==> config.mk <==
export PLATFORM = sky130hd
export DESIGN_NAME = avalon_pixel_reader
export DESIGN_NICKNAME = d
export VERILOG_FILES = /design/src/rtl/avalon_pixel_reader.sv
export SDC_FILE = /design/constraint.sdc
export NUM_CORES = 1
export LEC_CHECK = 0
export CORE_ASPECT_RATIO = 0.75
export CORE_MARGIN = 5
export CORE_UTILIZATION = 58
export CTS_BUF_LIST = sky130_fd_sc_hd__clkbuf_8
export DETAILED_ROUTE_END_ITERATION = 10
export GPL_TIMING_DRIVEN = 1
export HOLD_SLACK_MARGIN = 0.12
export PLACE_DENSITY = 0.95
export SKIP_CTS_REPAIR_TIMING = 1
export SYNTH_ARGS = -nofsm -noshare
export SYNTH_HDL_FRONTEND = slang
export SYNTH_SLANG_ARGS = --single-unit
==> constraint.sdc <==
create_clock -name clk -period 4.4 [get_ports clk]
set_input_delay 0.44 -clock clk [delete_from_list [all_inputs] [get_ports clk]]
set_output_delay 0.44 -clock clk [all_outputs]
set_load 0.02 [all_outputs]
==> src/rtl/avalon_pixel_reader.sv <==
// avalon_pixel_reader: Avalon-MM pipelined read master streaming a word range into a FIFO.
// Optional PIXEL_READER_RANGE_CHECK_EN rejects reversed or misaligned ranges with err.
module avalon_pixel_reader #(
    parameter int FIFO_DEPTH = 4
) (
    input  logic        clk,
    input  logic        rst,
    input  logic        start,
    input  logic [31:0] startpixel,
    input  logic [31:0] endpixel,
    output logic [31:0] address,
    output logic        read,
    input  logic        waitrequest,
    input  logic [31:0] readdata,
    input  logic        readdatavalid,
    output logic [31:0] pix_data,
    output logic        pix_valid,
    input  logic        pix_ready,
    output logic        busy,
    output logic        done,
    output logic        err
);
    localparam int AW = $clog2(FIFO_DEPTH);
    localparam int CW = AW + 1;
    typedef enum logic [1:0] {IDLE, ISSUE, DRAIN, DONE} state_t;
    state_t state, state_n;
    logic [31:0] mem [FIFO_DEPTH];
    logic [31:0] last, sp, ep;
    logic [AW-1:0] rd_ptr, wr_ptr;
    logic [CW-1:0] outstanding, count, out_n, cnt_n;
    logic acc, push, pop, bad, empty, read_n;
`ifdef PIXEL_READER_RANGE_CHECK_EN
    assign sp = startpixel;
    assign ep = endpixel;
    assign bad = (endpixel < startpixel) || (startpixel[1:0] != 2'b00) || (endpixel[1:0] != 2'b00);
    assign empty = 1'b0;
`else
    assign sp = startpixel & ~32'h3;
    assign ep = endpixel & ~32'h3;
    assign bad = 1'b0;
    assign empty = ep < sp;
`endif
    assign acc = read && !waitrequest;
    assign push = readdatavalid && outstanding != '0;
    assign pop = pix_valid && pix_ready;
    assign pix_valid = count != '0;
    assign pix_data = mem[rd_ptr];
    assign out_n = outstanding + CW'(acc) - CW'(push);
    assign cnt_n = count + CW'(push) - CW'(pop);
    always_comb begin
        state_n = state;
        case (state)
            IDLE:  if (start && !bad) state_n = empty ? DONE : ISSUE;
            ISSUE: if (acc && address == last) state_n = DRAIN;
            DRAIN: if (out_n == '0 && cnt_n == '0) state_n = DONE;
            DONE:  state_n = IDLE;
        endcase
        // a stalled request is held; a new one needs a free FIFO slot for its return
        read_n = state_n == ISSUE && ((read && waitrequest) ||
                 ({1'b0, out_n} + {1'b0, cnt_n} < (CW+1)'(FIFO_DEPTH)));
    end
    always_ff @(posedge clk) begin
        if (rst) begin
            state <= IDLE;
            read <= 1'b0;
            address <= '0;
            last <= '0;
            busy <= 1'b0;
            done <= 1'b0;
            err <= 1'b0;
            outstanding <= '0;
            count <= '0;
            rd_ptr <= '0;
            wr_ptr <= '0;
        end else begin
            state <= state_n;
            read <= read_n;
            busy <= state_n != IDLE;
            done <= state_n == DONE;
            err <= state == IDLE && start && bad;
            outstanding <= out_n;
            count <= cnt_n;
            if (push) wr_ptr <= wr_ptr + 1'b1;
            if (pop) rd_ptr <= rd_ptr + 1'b1;
            if (state == IDLE && start && !bad) begin
                address <= sp;
                last <= ep;
            end else if (acc) begin
                address <= address + 32'd4;
            end
        end
    end
    always_ff @(posedge clk) begin
        if (push) mem[wr_ptr] <= readdata;
    end
endmodule

==> reports/qor.yml, run 1 <==
run_status:
  run_status: "complete, no violations"
synthesis:
  avgSynthCellArea_sq_um: 12.72
  syn_area_sq_um: 9117
  synthDistinctLibCells: 51
  synth-edff-count: 128
  ys_ff_latch: 205
  synth_cells: 717
  yosysSeqAreaShare_pct: 59.06
  async_flop_share_pct: 0
  ys.flop_type: "edfxtp_1"
  yosys_warnings: 0
flow_run:
  drv_cap: 0
critical_path:
  worstSetupEndpointType: "output pin"
  worstPathArrival_ns: 2.72
  cpMaxStageDelayCell: "dfxtp_2"
  cp-start-kind: "flip-flop"
  cpPeakStageDelay_ns: 0.70
  critPathKind: "reg2out"
  r2r_cells: 12
  worst-path-max-fanout: 17
  worstPathRequired_ns: 3.96
  cp_cell_sequence: "buf_4 -> mux4_2 -> clkdlybuf4s50_1"
floorplan:
  core_sq_um: 15320
  die_area_sq_um: 18350
  ios: 171
  start_util_pct: 59.51
  die_w_um: 154.8
  die_h_um: 118.6
  row_count: 39
min_path:
  hold_class: "in2reg"
  holdPathStages: 2
drt:
  via_per_inst: 5.613
  post-route-drc-count: 0
  drt-initial-drc-count: 570
  routed_wl_um: 21740
  vias: 6287
  routedWlPerCell_um: 19.41
  dr.pass1.iters: 5
  drtAntennaViolNets: 0
timing:
  period_share_pct: 71.81
  min_period_ns: 3.160
  clock.fmax_ghz: 0.3165
  fin_ws_ns: 1.240
  slew_viol_final: 0
  rsz0062_at_grt: "false"
  tightest_slew_ns: 0.7966
  fin_setup_tns_ns: 0
  finalHoldViolCount: 0
  finClkSkew_ns: 0.02270
  setup_viol: 0
  max-slew-margin-rel_pct: 46.70
placement:
  dp_hpwl_um: 15640
  pre_cts_ws_ns: 1.151
  portBuffers: 163
  gp_congestion: 0.8921
  place_inst: 1064
clocking:
  numCtsBuffers: 30
  cts_tree: "built"
  clock_latency_ns: 0.56
  path_clk_slew_ns: 0.07
  cts_root_buf: "clkbuf_8"
  cts_max_level: 1
  clk_path_buf_depth: 3
  cts_sinks: 205
power_and_ir_drop:
  power_mw: 5.591
  p_per_area_nw_per_um2: 487.5
  leakage_nw: 4.263
  ir_worst_vdd_v: 0.0002785
global_route:
  grtUsageTotal_pct: 23.22
  overflow: 0
  grt_max_degree: 66
  grt_pass1_vias: 6268
  grt_pass1_wl_um: 33910
  antenna_found_initial: 0
final_layout:
  layout_common_cells: "clkdlybuf4s50_1 (162), edfxtp_1 (128), nand2_1 (81)"
  antenna_cells: 0
  layout_commonest_cell: "clkdlybuf4s50_1"
  drive_gt1_share_pct: 10.38
  nNetsFinal: 1034
  area_growth_pct: 25.79
  fin_cells: 1120
-- area by class of cell --
cell class | instances | area [sq um]
clock inverter | 24 | 101.3
inverter | 43 | 161.4
tap | 205 | 256.5
clock buffer | 32 | 440.4
timing repair buffer | 173 | 1702
sequential | 205 | 5386
multi-input combinational | 438 | 3421
fill | 951 | 3854
-- worst max-delay path: cells and delay by family, from the launching register on --
kind	cells	cell delay, ns
buffers and inverters	2	0.91
muxes	1	0.54
DFF	1	0.70
-- sequential cells by signal, indices dropped and copies added (netlist names), named ones only --
register     flops
last            30
outstanding      3
busy             1
state            2
address         30
count            3
wr_ptr           2
read             1
rd_ptr           2
mem            128
done             1
-- stage by stage --
stage	cell area (sq um)	hold slack, ns	util, %
finish	11470	0.2191	74.85
global route	11470	0.2048	74.85
CTS	11470	0.1772	74.85
detailed placement	10930	0.4610	71.31
global placement	10930	0.4535	71.31
floorplan	9125	0.4478	-
-- logic make-up (layout without fill, tap and decap cells) --
family	after synthesis	count (layout)	synth area share, %
flops	205	205	59.06
other cells	1	3	0.04113
buf+inv	76	272	3.527
fa+ha+maj	41	41	5.791
xor+xnor	61	61	5.860
simple gates	204	204	11.14
mux	32	32	7.904
compound gates	97	97	6.670
-- final timing paths --
| path | slack, ns | endpoint | startpoint |
|---|---|---|---|
| min reg2reg | 0.47 | last[3] | last[3] |
| min | 0.22 | outstanding[0] | rst |
| max | 1.24 | pix_data[26] | flip-flop |
| max reg2reg | 1.45 | read | count[1] |
-- report_power, final --
part / leakage [nW] / total (mW) / internal, mW / switching (mW)
logic: 2.15 / 1.75 / 0.867 / 0.883
registers: 1.80 / 2.46 / 2.29 / 0.173
clock network: 0.320 / 1.38 / 0.673 / 0.706
-- Yosys cell counts, drive strengths merged (13+ instances only) --
cell / number / area share [%]
nor2: 47 / 2.1
inv: 43 / 1.8
nand4: 16 / 1.4
xor2: 40 / 3.8
a21oi: 46 / 2.5
mux4: 32 / 7.9
buf: 13 / 0.93
dfxtp: 77 / 17
nand2: 82 / 3.4
ha: 39 / 5.4
clkbuf: 20 / 0.82
edfxtp: 128 / 42
a211oi: 26 / 2.1
xnor2: 21 / 2.0
-- layer usage --
| metal | global-route usage, % | vias to the layer above | routed length, um |
|---|---|---|---|
| met2 | 38.69 | 266 | 10550 |
| met1 | 31.85 | 3030 | 9108 |
| met4 | 5.074 | 0 | 386 |
| li1 | - | 2960 | - |
| met5 | 0 | - | 0 |
| met3 | 4.859 | 31 | 1691 |
(Power assumes the default switching activity.)
==> inputs of run 2 (changes only) <==
--- a/config.mk
+++ b/config.mk
@@ -7,12 +7,12 @@
 export LEC_CHECK = 0
 export CORE_ASPECT_RATIO = 0.75
 export CORE_MARGIN = 5
-export CORE_UTILIZATION = 58
+export CORE_UTILIZATION = 49
 export CTS_BUF_LIST = sky130_fd_sc_hd__clkbuf_8
 export DETAILED_ROUTE_END_ITERATION = 10
 export GPL_TIMING_DRIVEN = 1
 export HOLD_SLACK_MARGIN = 0.12
-export PLACE_DENSITY = 0.95
+export PLACE_DENSITY = 0.91
 export SKIP_CTS_REPAIR_TIMING = 1
 export SYNTH_ARGS = -nofsm -noshare
 export SYNTH_HDL_FRONTEND = slang
==> constraint.sdc (replaced) <==
create_clock -name clk -period 2.7 [get_ports clk]
set_input_delay 0.27 -clock clk [delete_from_list [all_inputs] [get_ports clk]]
set_output_delay 0.27 -clock clk [all_outputs]
set_load 0.02 [all_outputs]
==> reports/qor.yml, run 2 (synthesized netlist as in run 1, its figures left out) <==
run_status:
  run_status: "finished with violations"
  violations: "negative setup slack"
floorplan:
  core_sq_um: 18400
  die_h_um: 128.1
  start_util_pct: 49.55
  die_area_sq_um: 21460
  row_count: 43
  ios: 171
  die_w_um: 167.5
timing:
  min_period_ns: 2.724
  clock.fmax_ghz: 0.3670
  fin_ws_ns: -0.02450
  rsz0062_at_grt: "true"
  setup_viol: 1
  finClkSkew_ns: 0.01483
  finalHoldViolCount: 0
  period_share_pct: 100.9
  fin_setup_tns_ns: -0.02450
  tightest_slew_ns: 0.7094
  slew_viol_final: 0
  max-slew-margin-rel_pct: 51.48
power_and_ir_drop:
  leakage_nw: 4.382
  p_per_area_nw_per_um2: 813.8
  ir_worst_vdd_v: 0.0003753
  power_mw: 9.594
min_path:
  hold_class: "in2reg"
  min-delay-start: "rst"
  hold_end: "outstanding[2]"
  holdPathStages: 2
drt:
  via_per_inst: 5.331
  routedWlPerCell_um: 18.47
  post-route-drc-count: 0
  drtAntennaViolNets: 0
  dr.pass1.iters: 5
  drt-initial-drc-count: 667
  vias: 6275
  routed_wl_um: 21740
clocking:
  numCtsBuffers: 34
  cts_sinks: 205
  cts_tree: "built"
  clk_path_buf_depth: 3
  path_clk_slew_ns: 0.06
  cts_root_buf: "clkbuf_8"
  clock_latency_ns: 0.49
  cts_max_level: 2
critical_path:
  startpoint: "count[2]"
  worstSetupEndpointType: "flip-flop"
  reg2reg_setup_slack_ns: -0.02
  worstPathArrival_ns: 3.15
  cp-start-kind: "flip-flop"
  rr_startpoint: "count[2]"
  critPathKind: "reg2reg"
  worstPathRequired_ns: 3.13
  reg2reg_to: "read"
  r2r_cells: 12
  worst-path-max-fanout: 3
final_layout:
  drive_gt1_share_pct: 13.56
  layout_common_cells: "clkdlybuf4s50_1 (162), edfxtp_1 (128), nand2_1 (81)"
  utilization_pct: 64.07
  nNetsFinal: 1051
  largestRegisters: "mem x128, address x30, last x30"
  largest_reg_flops: 128
  top_register: "mem"
  area_growth_pct: 29.30
  layout_commonest_cell: "clkdlybuf4s50_1"
  fin_cells: 1177
placement:
  dp_hpwl_um: 15270
  place_inst: 1116
  pre_cts_ws_ns: -0.2319
  portBuffers: 163
  gp_congestion: 0.8453
flow_run:
  drv_cap: 0
global_route:
  antenna_found_initial: 1
  grt_max_degree: 91
  grt_pass1_wl_um: 33450
  grtUsageTotal_pct: 19.64
  grt_pass1_vias: 6267
  overflow: 0
-- run 2: cell count changes in the layout (fill, tap and decap cells not counted), sizes merged --
| cell | before | now |
|---|---|---|
| buf | 11 | 24 |
| clkinv | 13 | 5 |
| clkbuf | 32 | 37 |
| clkinvlp | 0 | 2 |
| inv | 54 | 56 |
| diode | 0 | 1 |
-- run 2: stage by stage --
stage          hold WS [ns]  cell area (sq um)
3_5_place_dp         0.4582              11100
4_1_cts              0.1082              11700
5_1_grt              0.1283              11790
6_report             0.1405              11790
2_1_floorplan        0.3689               9133
3_3_place_gp         0.4532              11100
-- run 2: area by class of cell --
type,count,area (sq um)
Antenna cell,1,2.502
Timing Repair Buffer,186,1837
Tap cell,247,309.0
Multi-Input combinational cell,438,3492
Sequential cell,205,5389
Fill cell,1367,6611
Clock inverter,20,88.84
Inverter,43,161.4
Clock buffer,37,509.2
-- run 2: how the worst max path moves through the flow --
stage	to	slack (ns)
floorplan	read	0.02
global placement	read	-0.12
detailed placement	read	-0.23
CTS	read	-0.19
global route	read	-0.13
finish	read	-0.02
-- run 2: report_power, final --
group	switching, mW	leakage [nW]	total [mW]	internal [mW]
Combinational	1.60	2.24	3.23	1.63
Sequential	0.223	1.80	3.96	3.73
Clock	1.15	0.345	2.41	1.26
Total	2.97	4.38	9.59	6.62
-- run 2: critical path: stages (launching register included) --
cell     delay [ns]
dfxtp_2        0.33
or3_4          0.37
and2_4         0.16
ha_4           0.26
inv_2          0.04
ha_4           0.15
fa_2           0.37
xnor2_2        0.16
xnor2_1        0.20
and2_4         0.18
nand3_2        0.06
o41a_1         0.16
and4b_1        0.25
-- run 2: layer usage --
metal | up-vias | track usage (%) | part of all wire [%]
met5 | - | 0 | 0
met4 | 0 | 5.582 | 2.0
met3 | 34 | 4.162 | 8.0
met2 | 253 | 31.76 | 48
met1 | 3003 | 27.18 | 42
li1 | 2985 | - | -
==> inputs of run 3 (changes only) <==
--- a/config.mk
+++ b/config.mk
@@ -5,6 +5,7 @@
 export SDC_FILE = /design/constraint.sdc
 export NUM_CORES = 1
 export LEC_CHECK = 0
+export CAP_MARGIN = 5
 export CORE_ASPECT_RATIO = 0.75
 export CORE_MARGIN = 5
 export CORE_UTILIZATION = 49
==> results of run 3 <==
The final DEF is identical to that of run 2; final timing and power are the same.
